$ cat config.mk
export PLATFORM = sky130hd
export DESIGN_NAME = layer_param_loader_flat
export DESIGN_NICKNAME = d
export VERILOG_FILES = /design/src/rtl/layer_param_loader_pkg.sv /design/src/rtl/layer_param_loader_if.sv /design/src/rtl/layer_param_loader_watchdog.sv /design/src/rtl/layer_param_loader.sv /design/src/flat_wrapper.sv
export SDC_FILE = /design/constraint.sdc
export NUM_CORES = 1
export LEC_CHECK = 0
export CAP_MARGIN = 5
export CORE_MARGIN = 1.5
export CORE_UTILIZATION = 40
export DETAILED_ROUTE_END_ITERATION = 6
export HOLD_SLACK_MARGIN = 0.05
export PLACE_DENSITY = 0.77
export SKIP_CTS_REPAIR_TIMING = 1
export SLEW_MARGIN = 20
export SYNTH_ARGS = -nofsm -noshare
export SYNTH_HDL_FRONTEND = slang
export SYNTH_SLANG_ARGS = --single-unit
$ cat constraint.sdc
create_clock -name clk -period 1.7 [get_ports clk]
set_input_delay 0.425 -clock clk [delete_from_list [all_inputs] [get_ports clk]]
set_output_delay 0.425 -clock clk [all_outputs]
set_load 0.01 [all_outputs]
$ cat src/rtl/layer_param_loader_pkg.sv
// -----------------------------------------------------------------------------
// layer_param_loader_pkg
// Shared definitions for the layer parameter loader:
//   - state_t          : loader FSM encoding (3 bits)
//   - TIMEOUT_DEFAULT  : default watchdog limit in cycles
//   - len_entry()      : extracts one entry from the packed per-layer length table
// -----------------------------------------------------------------------------
package layer_param_loader_pkg;

  typedef enum logic [2:0] {
    ST_IDLE  = 3'd0,
    ST_ARM   = 3'd1,
    ST_FETCH = 3'd2,
    ST_WAIT  = 3'd3,
    ST_SEND  = 3'd4,
    ST_DRAIN = 3'd5,
    ST_RUN   = 3'd6,
    ST_ERR   = 3'd7
  } state_t;

  localparam int unsigned TIMEOUT_DEFAULT = 1024;

  // Widest length table the helper accepts; callers zero-extend into it.
  localparam int unsigned LEN_TBL_MAX_W = 1024;

  // Entry k of a packed table whose entries are lw bits wide (entry 0 in the
  // LSBs). Used with constant arguments only, so it folds away at elaboration.
  function automatic logic [31:0] len_entry(input logic [LEN_TBL_MAX_W-1:0] tbl,
                                            input int unsigned               k,
                                            input int unsigned               lw);
    logic [31:0] mask;
    mask      = (lw >= 32) ? '1 : ((32'd1 << lw) - 32'd1);
    len_entry = 32'(tbl >> (k * lw)) & mask;
  endfunction

endpackage

$ cat src/rtl/layer_param_loader_if.sv
// -----------------------------------------------------------------------------
// layer_param_loader_if
// Parameter ROM read port plus the broadcast stb/ack parameter bus.
//   o_rom_en / o_rom_addr : ROM read request (loader -> ROM)
//   i_rom_data            : ROM read data, one cycle after o_rom_en
//   o_data / o_stb        : parameter word and its valid strobe (loader -> layers)
//   i_ack                 : OR of the layers' acknowledges
// The o_/i_ prefixes are from the loader's point of view.
// Modports: master = loader, slave = ROM and layer side.
// -----------------------------------------------------------------------------
interface layer_param_loader_if #(
  parameter int unsigned WW = 128,
  parameter int unsigned AW = 16
);
  logic          o_rom_en;
  logic [AW-1:0] o_rom_addr;
  logic [WW-1:0] i_rom_data;
  logic [WW-1:0] o_data;
  logic          o_stb;
  logic          i_ack;

  modport master (
    output o_rom_en, o_rom_addr, o_data, o_stb,
    input  i_rom_data, i_ack
  );

  modport slave (
    input  o_rom_en, o_rom_addr, o_data, o_stb,
    output i_rom_data, i_ack
  );
endinterface

$ cat src/rtl/layer_param_loader_watchdog.sv
// -----------------------------------------------------------------------------
// layer_param_loader_watchdog
// Cycle counter guarding stalled transfers and layers that never go idle.
//   clk, RSTn : clock, asynchronous active-low reset
//   clr       : restart the count (has priority over en)
//   en        : count this cycle
//   expired   : en is high and this is the TIMEOUT-th counted cycle
// -----------------------------------------------------------------------------
module layer_param_loader_watchdog
  import layer_param_loader_pkg::*;
#(
  parameter int unsigned TIMEOUT = TIMEOUT_DEFAULT
) (
  input  logic clk,
  input  logic RSTn,
  input  logic clr,
  input  logic en,
  output logic expired
);

  localparam int unsigned CW = $clog2(TIMEOUT + 1);

  logic [CW-1:0] cnt_q;

  // The count holds the number of earlier counted cycles, so the TIMEOUT-th
  // one sees TIMEOUT-1 and the owner reacts on that cycle's closing edge.
  assign expired = en && (cnt_q >= CW'(TIMEOUT - 1));

  always_ff @(posedge clk or negedge RSTn) begin
    if (!RSTn) begin
      cnt_q <= '0;
    end else if (clr) begin
      cnt_q <= '0;
    end else if (en && !expired) begin
      cnt_q <= cnt_q + CW'(1);
    end
  end

endmodule

$ cat src/rtl/layer_param_loader.sv
// -----------------------------------------------------------------------------
// layer_param_loader
// Walks layers 0..N_LAYER-1: pulses each layer's load enable, reads that
// layer's parameter words from a synchronous ROM and streams them over the
// shared stb/ack bus, then holds the compute enable high.
//   clk, RSTn      : clock, asynchronous active-low reset
//   i_start        : start (or restart) a load; honoured in IDLE, RUN and ERR
//   i_stop         : leave RUN for IDLE (i_start wins if both are high)
//   o_busy         : loading (every state except IDLE, RUN, ERR)
//   o_done         : one-cycle pulse on entry to RUN
//   o_err          : watchdog timeout, held until the next i_start
//   o_EN_w         : one-hot load-enable pulse to the layer being armed
//   o_EN_c         : compute enable, high in RUN
//   i_layer_busy   : per-layer busy flags
//   bus            : ROM read port and parameter stb/ack bus (master side)
// -----------------------------------------------------------------------------
module layer_param_loader
  import layer_param_loader_pkg::*;
#(
  parameter int unsigned             WW        = 128,
  parameter int unsigned             N_LAYER   = 4,
  parameter int unsigned             AW        = 16,
  parameter int unsigned             LW        = 16,
  parameter logic [N_LAYER*LW-1:0]   LAYER_LEN = {N_LAYER{16'd1}},
  parameter int unsigned             TIMEOUT   = TIMEOUT_DEFAULT
) (
  input  logic               clk,
  input  logic               RSTn,
  input  logic               i_start,
  input  logic               i_stop,
  output logic               o_busy,
  output logic               o_done,
  output logic               o_err,
  output logic [N_LAYER-1:0] o_EN_w,
  output logic               o_EN_c,
  input  logic [N_LAYER-1:0] i_layer_busy,
  layer_param_loader_if.master bus
);

  localparam int unsigned KW = (N_LAYER > 1) ? $clog2(N_LAYER) : 1;
  localparam logic [LEN_TBL_MAX_W-1:0] LEN_TBL = LEN_TBL_MAX_W'(LAYER_LEN);

  // Word count per layer, unpacked once from the packed table.
  logic [LW-1:0] len_tab [N_LAYER];
  for (genvar i = 0; i < N_LAYER; i++) begin : g_len
    assign len_tab[i] = LW'(len_entry(LEN_TBL, i, LW));
  end

  state_t        state_q, state_d;
  logic [KW-1:0] k_q;
  logic [AW-1:0] addr_q;
  logic [LW-1:0] count_q;
  logic [WW-1:0] data_q;
  logic          done_q;
  logic          err_q;
  logic          drain_seen_q;

  logic xfer;
  logic last_word;
  logic last_layer;
  logic restart;
  logic next_layer;
  logic wd_clr;
  logic wd_en;
  logic wd_expired;

  assign xfer       = (state_q == ST_SEND) && bus.i_ack;
  assign last_word  = (count_q == len_tab[k_q] - LW'(1));
  assign last_layer = (k_q == KW'(N_LAYER - 1));

  // NOTE: defaults first, so every path assigns state_d and no latch is inferred.
  always_comb begin
    state_d = state_q;
    case (state_q)
      ST_IDLE:  if (i_start) state_d = ST_ARM;
      ST_ARM:   state_d = ST_FETCH;
      ST_FETCH: state_d = ST_WAIT;
      ST_WAIT:  state_d = ST_SEND;
      ST_SEND: begin
        if (bus.i_ack)       state_d = last_word ? ST_DRAIN : ST_FETCH;
        else if (wd_expired) state_d = ST_ERR;
      end
      ST_DRAIN: begin
        // The layer's busy flag lags the last ack by a cycle, so the first
        // DRAIN cycle never decides.
        if (drain_seen_q && !i_layer_busy[k_q]) state_d = last_layer ? ST_RUN : ST_ARM;
        else if (wd_expired)                     state_d = ST_ERR;
      end
      ST_RUN: begin
        if (i_start)     state_d = ST_ARM;
        else if (i_stop) state_d = ST_IDLE;
      end
      ST_ERR:   if (i_start) state_d = ST_ARM;
      default:  state_d = ST_IDLE;
    endcase
  end

  assign restart    = (state_d == ST_ARM) &&
                      (state_q inside {ST_IDLE, ST_RUN, ST_ERR});
  assign next_layer = (state_q == ST_DRAIN) && (state_d == ST_ARM);

  // Cleared on every transfer and every state change; counts only stalled
  // SEND cycles and DRAIN cycles.
  assign wd_clr = (state_d != state_q) || xfer;
  assign wd_en  = ((state_q == ST_SEND) && !bus.i_ack) || (state_q == ST_DRAIN);

  layer_param_loader_watchdog #(
    .TIMEOUT (TIMEOUT)
  ) u_param_watchdog (
    .clk     (clk),
    .RSTn    (RSTn),
    .clr     (wd_clr),
    .en      (wd_en),
    .expired (wd_expired)
  );

  // NOTE: non-blocking assignments so every register samples pre-edge values.
  always_ff @(posedge clk or negedge RSTn) begin
    if (!RSTn) begin
      state_q      <= ST_IDLE;
      k_q          <= '0;
      addr_q       <= '0;
      count_q      <= '0;
      data_q       <= '0;
      done_q       <= 1'b0;
      err_q        <= 1'b0;
      drain_seen_q <= 1'b0;
    end else begin
      state_q      <= state_d;
      done_q       <= (state_d == ST_RUN) && (state_q != ST_RUN);
      err_q        <= (state_d == ST_ERR);
      drain_seen_q <= (state_q == ST_DRAIN) && (state_d == ST_DRAIN);

      // Layer bases fall out of the running address: it only rewinds on a
      // fresh load, never between layers.
      if (restart)   addr_q <= '0;
      else if (xfer) addr_q <= addr_q + AW'(1);

      if (restart)         k_q <= '0;
      else if (next_layer) k_q <= k_q + KW'(1);

      if (state_q == ST_ARM) count_q <= '0;
      else if (xfer)         count_q <= count_q + LW'(1);

      if (state_q == ST_WAIT) data_q <= bus.i_rom_data;
    end
  end

  assign o_busy         = !(state_q inside {ST_IDLE, ST_RUN, ST_ERR});
  assign o_done         = done_q;
  assign o_err          = err_q;
  assign o_EN_c         = (state_q == ST_RUN);
  assign o_EN_w         = (state_q == ST_ARM) ? (N_LAYER'(1) << k_q) : '0;
  assign bus.o_rom_en   = (state_q == ST_FETCH);
  assign bus.o_rom_addr = addr_q;
  assign bus.o_data     = data_q;
  assign bus.o_stb      = (state_q == ST_SEND);

endmodule

$ cat src/flat_wrapper.sv
// flat-port wrapper written by rule: the top's interface ports become plain ports
module layer_param_loader_flat import layer_param_loader_pkg::*;
#(
  parameter int unsigned             WW        = 128,
  parameter int unsigned             N_LAYER   = 4,
  parameter int unsigned             AW        = 16,
  parameter int unsigned             LW        = 16,
  parameter logic [N_LAYER*LW-1:0]   LAYER_LEN = {N_LAYER{16'd1}},
  parameter int unsigned             TIMEOUT   = TIMEOUT_DEFAULT
)
  (clk, RSTn, i_start, i_stop, o_busy, o_done, o_err, o_EN_w, o_EN_c, i_layer_busy, bus_o_rom_en, bus_o_rom_addr, bus_o_data, bus_o_stb, bus_i_rom_data, bus_i_ack);
  layer_param_loader_if #(.WW(WW), .AW(AW)) bus_i ();
  input  logic clk;
  input  logic RSTn;
  input  logic i_start;
  input  logic i_stop;
  output logic o_busy;
  output logic o_done;
  output logic o_err;
  output logic [N_LAYER-1:0] o_EN_w;
  output logic o_EN_c;
  input  logic [N_LAYER-1:0] i_layer_busy;
  output wire logic [$bits(bus_i.o_rom_en)-1:0] bus_o_rom_en;
  output wire logic [$bits(bus_i.o_rom_addr)-1:0] bus_o_rom_addr;
  output wire logic [$bits(bus_i.o_data)-1:0] bus_o_data;
  output wire logic [$bits(bus_i.o_stb)-1:0] bus_o_stb;
  input wire logic [$bits(bus_i.i_rom_data)-1:0] bus_i_rom_data;
  input wire logic [$bits(bus_i.i_ack)-1:0] bus_i_ack;
  assign bus_o_rom_en = bus_i.o_rom_en;
  assign bus_o_rom_addr = bus_i.o_rom_addr;
  assign bus_o_data = bus_i.o_data;
  assign bus_o_stb = bus_i.o_stb;
  assign bus_i.i_rom_data = bus_i_rom_data;
  assign bus_i.i_ack = bus_i_ack;
  layer_param_loader #(.WW(WW), .N_LAYER(N_LAYER), .AW(AW), .LW(LW), .LAYER_LEN(LAYER_LEN), .TIMEOUT(TIMEOUT)) u_core (.clk(clk), .RSTn(RSTn), .i_start(i_start), .i_stop(i_stop), .o_busy(o_busy), .o_done(o_done), .o_err(o_err), .o_EN_w(o_EN_w), .o_EN_c(o_EN_c), .i_layer_busy(i_layer_busy), .bus(bus_i));
endmodule
==> run summary <==
## Status
* result of the run: finished, violations left
* violated checks: setup timing

## Drt
* number of search-and-repair iterations in the first detailed-routing pass: 4
* Iter 0 DRT Violations: 206
* aggregate routed wire length: 23,730 um
* per-cell routed wire length: 19.12 um
* DR vias/cell: 5.057
* DRC errors left: 0
* number of antenna-violating nets in the routed design: 0
* via total after detailed routing: 6,276

## Logic synthesis
* cell types occupying the most area after synthesis: dfrtp_1, mux2_2, xnor2_1
* leading area contributor after synthesis: dfrtp_1
* post-synthesis area per instance: 13.12 um2
* Async SR Flop Fraction: 1.000
* sequential element share of the synthesized area: 0.5905
* cell area after synthesis: 7586 um2
* count of warnings emitted by yosys: 0
* number of enable-type register cells in the synthesized netlist: 0
* syn_nets: 723
* number of distinct library cell variants in the gate-level netlist after synthesis: 49
* Top FF cell, synth: dfrtp_1
* synthesized instance count: 578
* portion of synthesized cell area occupied by the leading cell type: 0.5905
* number of storage elements in the synthesis netlist: 179

## Clocking
* CTS tree: done
* Clk Latency, worst-skew pair: 0.43 ns
* number of clock sinks seen by CTS: 179
* clock slew at the register clock pins of the worst setup and hold paths: 0.07 ns
* CTS max path bufs: 2
* clock root buffer: clkbuf_16
* number of H-tree levels: 4
* number of buffers created by CTS: 17

## Global route
* Tot GR Track Use: 0.2084
* antenna violations before repair: 0
* pin count of the biggest net entering global routing: 48
* number of global-route vias before repair: 6,393
* total grt overflow: 0
* global-route wire length before repair: 32,310 um

## Placement
* sum of net half-perimeters after detailed placement: 15,070 um
* weighted congestion at the end of routability-driven global placement: 0.8368
* placed inst area: 11,410 um2
* PortBufs: 290

## Die
* Total Die Area: 19,800 um2
* IO Pins: 291
* area of the placeable core: 18,640 um2
* standard-cell rows: 50
* x dimension of the die: 140.7 um
* height of the chip: 140.7 um
* starting utilization of the core area: 0.4069

## Timing
* maximum frequency from static timing analysis: 0.4954 GHz
* number of endpoints with negative hold slack in the final report: 0
* final count of pins violating max slew: 0
* setup repair after global routing missed its margin: yes
* setup clock skew after layout: 0.01090 ns
* final worst-path setup slack: -0.3185 ns
* final period utilization: 1.187
* setup violators final: 52
* transition time at the pin with the least slew margin: 0.5352 ns
* Relative slew margins: 0.6420
* final worst path period need: 2.018 ns

## Finish
* number of fillers in the final layout: 1,201
* area grow syn2layout: 75.67%
* post-route cell area: 13,330 um2
* fraction of layout instances using a drive strength above 1: 0.3515
* number of nets at the end of the flow: 1,139
* number of inserted diodes: 0

## Critical path
* Arr. time, crit path: 2.33 ns
* Worst path slowest cell: mux4_2
* critical path's top delay family: multiplexers
* category of the worst setup path capture point: register
* Bufs and invs on worst path: 2
* crit-path most repeated cell: buf_4
* slowest cell delay on critical path: 0.57 ns
* Crit path required time: 2.01 ns
* crit-path max FO: 4
* CP Launch Type: register
* cells along the critical path: buf_4 -> mux4_2 -> buf_4 -> nor2_2 -> o2bb2ai_2 -> o22ai_2 -> and3b_1
* Worst Setup Path Type: reg2reg

## Power and ir drop
* maximum ir drop on the vdd rail: 1.019 mV
* power after layout: 21.55 mW
* static power due to leakage: 7.192 nW
* power density relative to cell area: 1617 nW/um2

## Hold path
* type of the tightest min-delay check: reg2reg

## Job
* Max-cap violations: 0

report_power, final:
group,internal [mW],switching (mW)
Clock,2.50,1.76
Combinational,6.13,4.30
Sequential,5.97,0.884
Total,14.6,6.95
worst register-to-register path, stage by stage, from the launching register on:
cell	delay, ns
dfrtp_1	0.37
buf_4	0.12
mux4_2	0.57
buf_4	0.18
nor2_2	0.13
o2bb2ai_2	0.11
o22ai_2	0.20
and3b_1	0.22
synthesized netlist by cell type (2+ instances only):
cell,number
xnor2_1,22
o211ai_1,2
mux2_2,128
nand4_1,12
a21o_1,2
nand3_1,15
and3_1,6
buf_2,18
o21ai_0,7
nor3_1,14
clkbuf_1,4
mux2i_1,2
nand2_1,31
o22ai_1,2
and3b_1,2
a21oi_1,9
or3_1,3
nor2_1,47
nor2b_1,4
and4_1,2
nor4_1,8
dfrtp_1,179
nand2b_1,2
inv_1,12
ha_1,8
nor4_2,2
xor2_1,13
sequential cells by signal (all words and copies together), names as in the netlist:
register and flops:
u_core.bus.o_data 128, u_core.bus.o_rom_addr 16, u_core.count_q 16, u_core.u_param_watchdog.cnt_q 11, u_core.state_q 3, u_core.k_q 2, u_core.drain_seen_q 1, u_core.o_done 1
u_core.o_err 1
worst paths after layout:
| kind | start | endpoint | slack, ns | cells past startpoint |
|---|---|---|---|---|
| worst min-delay path | u_core.u_param_watchdog.cnt_q[9] | u_core.u_param_watchdog.cnt_q[9] | 0.50 | 2 |
| min in group asynchronous | RSTn | u_core.count_q[2] | 0.52 | 2 |
| max in group asynchronous | RSTn | u_core.bus.o_data[32] | 0.59 | 3 |
| worst max register to register | u_core.k_q[0] | u_core.o_err | -0.32 | 7 |
| worst max-delay path | u_core.k_q[0] | u_core.o_err | -0.32 | 7 |
| worst min register to register | u_core.u_param_watchdog.cnt_q[9] | u_core.u_param_watchdog.cnt_q[9] | 0.50 | 2 |
layer usage:
| metal | track usage | vias to the layer above | routed length (um) | share of wire |
|---|---|---|---|---|
| met5 | 0 | - | 0 | 0 |
| met4 | 0.08114 | 0 | 604 | 0.025 |
| met3 | 0.07235 | 41 | 1430 | 0.060 |
| met2 | 0.3552 | 199 | 12430 | 0.52 |
| met1 | 0.2419 | 3170 | 9267 | 0.39 |
| li1 | - | 2866 | - | - |
metrics by stage:
step | setup slack (ns) | hold WS (ns) | instances | util | TNS (ns)
floorplan | -0.07771 | 0.1294 | 578 | - | -0.9397
global placement | -0.5738 | 0.4209 | 1166 | 0.6121 | -26.42
detailed placement | -0.6197 | 0.4162 | 1166 | 0.6121 | -29.30
CTS | -0.6811 | -0.04390 | 1198 | 0.6459 | -32.17
global route | -0.3697 | 0.5083 | 1241 | 0.7148 | -10.94
finish | -0.3185 | 0.4961 | 1241 | 0.7148 | -6.841
layout by cell type, fill, tap and decap left out, types with 6 or more instances in the layout:
| cell | n |
|---|---|
| buf_12 | 10 |
| buf_4 | 93 |
| buf_6 | 18 |
| clkbuf_16 | 23 |
| clkdlybuf4s50_1 | 137 |
| dfrtp_1 | 176 |
| dlymetal6s2s_1 | 144 |
| ha_1 | 7 |
| inv_1 | 8 |
| mux2_2 | 127 |
| nand2_1 | 29 |
| nand3_1 | 12 |
| nand4_1 | 12 |
| nor2_1 | 43 |
| nor3_1 | 6 |
| xnor2_1 | 22 |
| xor2_1 | 13 |
final cells by class:
class	instances	area (um2)	area share
well taps	234	292.8	0.02197
clock inverters	13	197.7	0.01483
multi-input cells	365	3291	0.2469
clock buffers	19	432.9	0.03249
inverters	12	60.06	0.004507
repair buffers	419	4569	0.3429
flip-flops and latches	179	4483	0.3364
logic make-up (layout without fill, tap and decap cells):
family,Yosys count,after routing,synth area share
and+or+nand+nor,157,158,0.1056
adders and majority gates,8,8,0.01320
AOI/OAI and AO/OA,33,33,0.03348
buffers and inverters,35,463,0.02128
muxes,131,131,0.1956
xor gates and xnor gates,35,35,0.04041
DFF,179,179,0.5905
No activity file was read; power rests on OpenSTA's default activity.
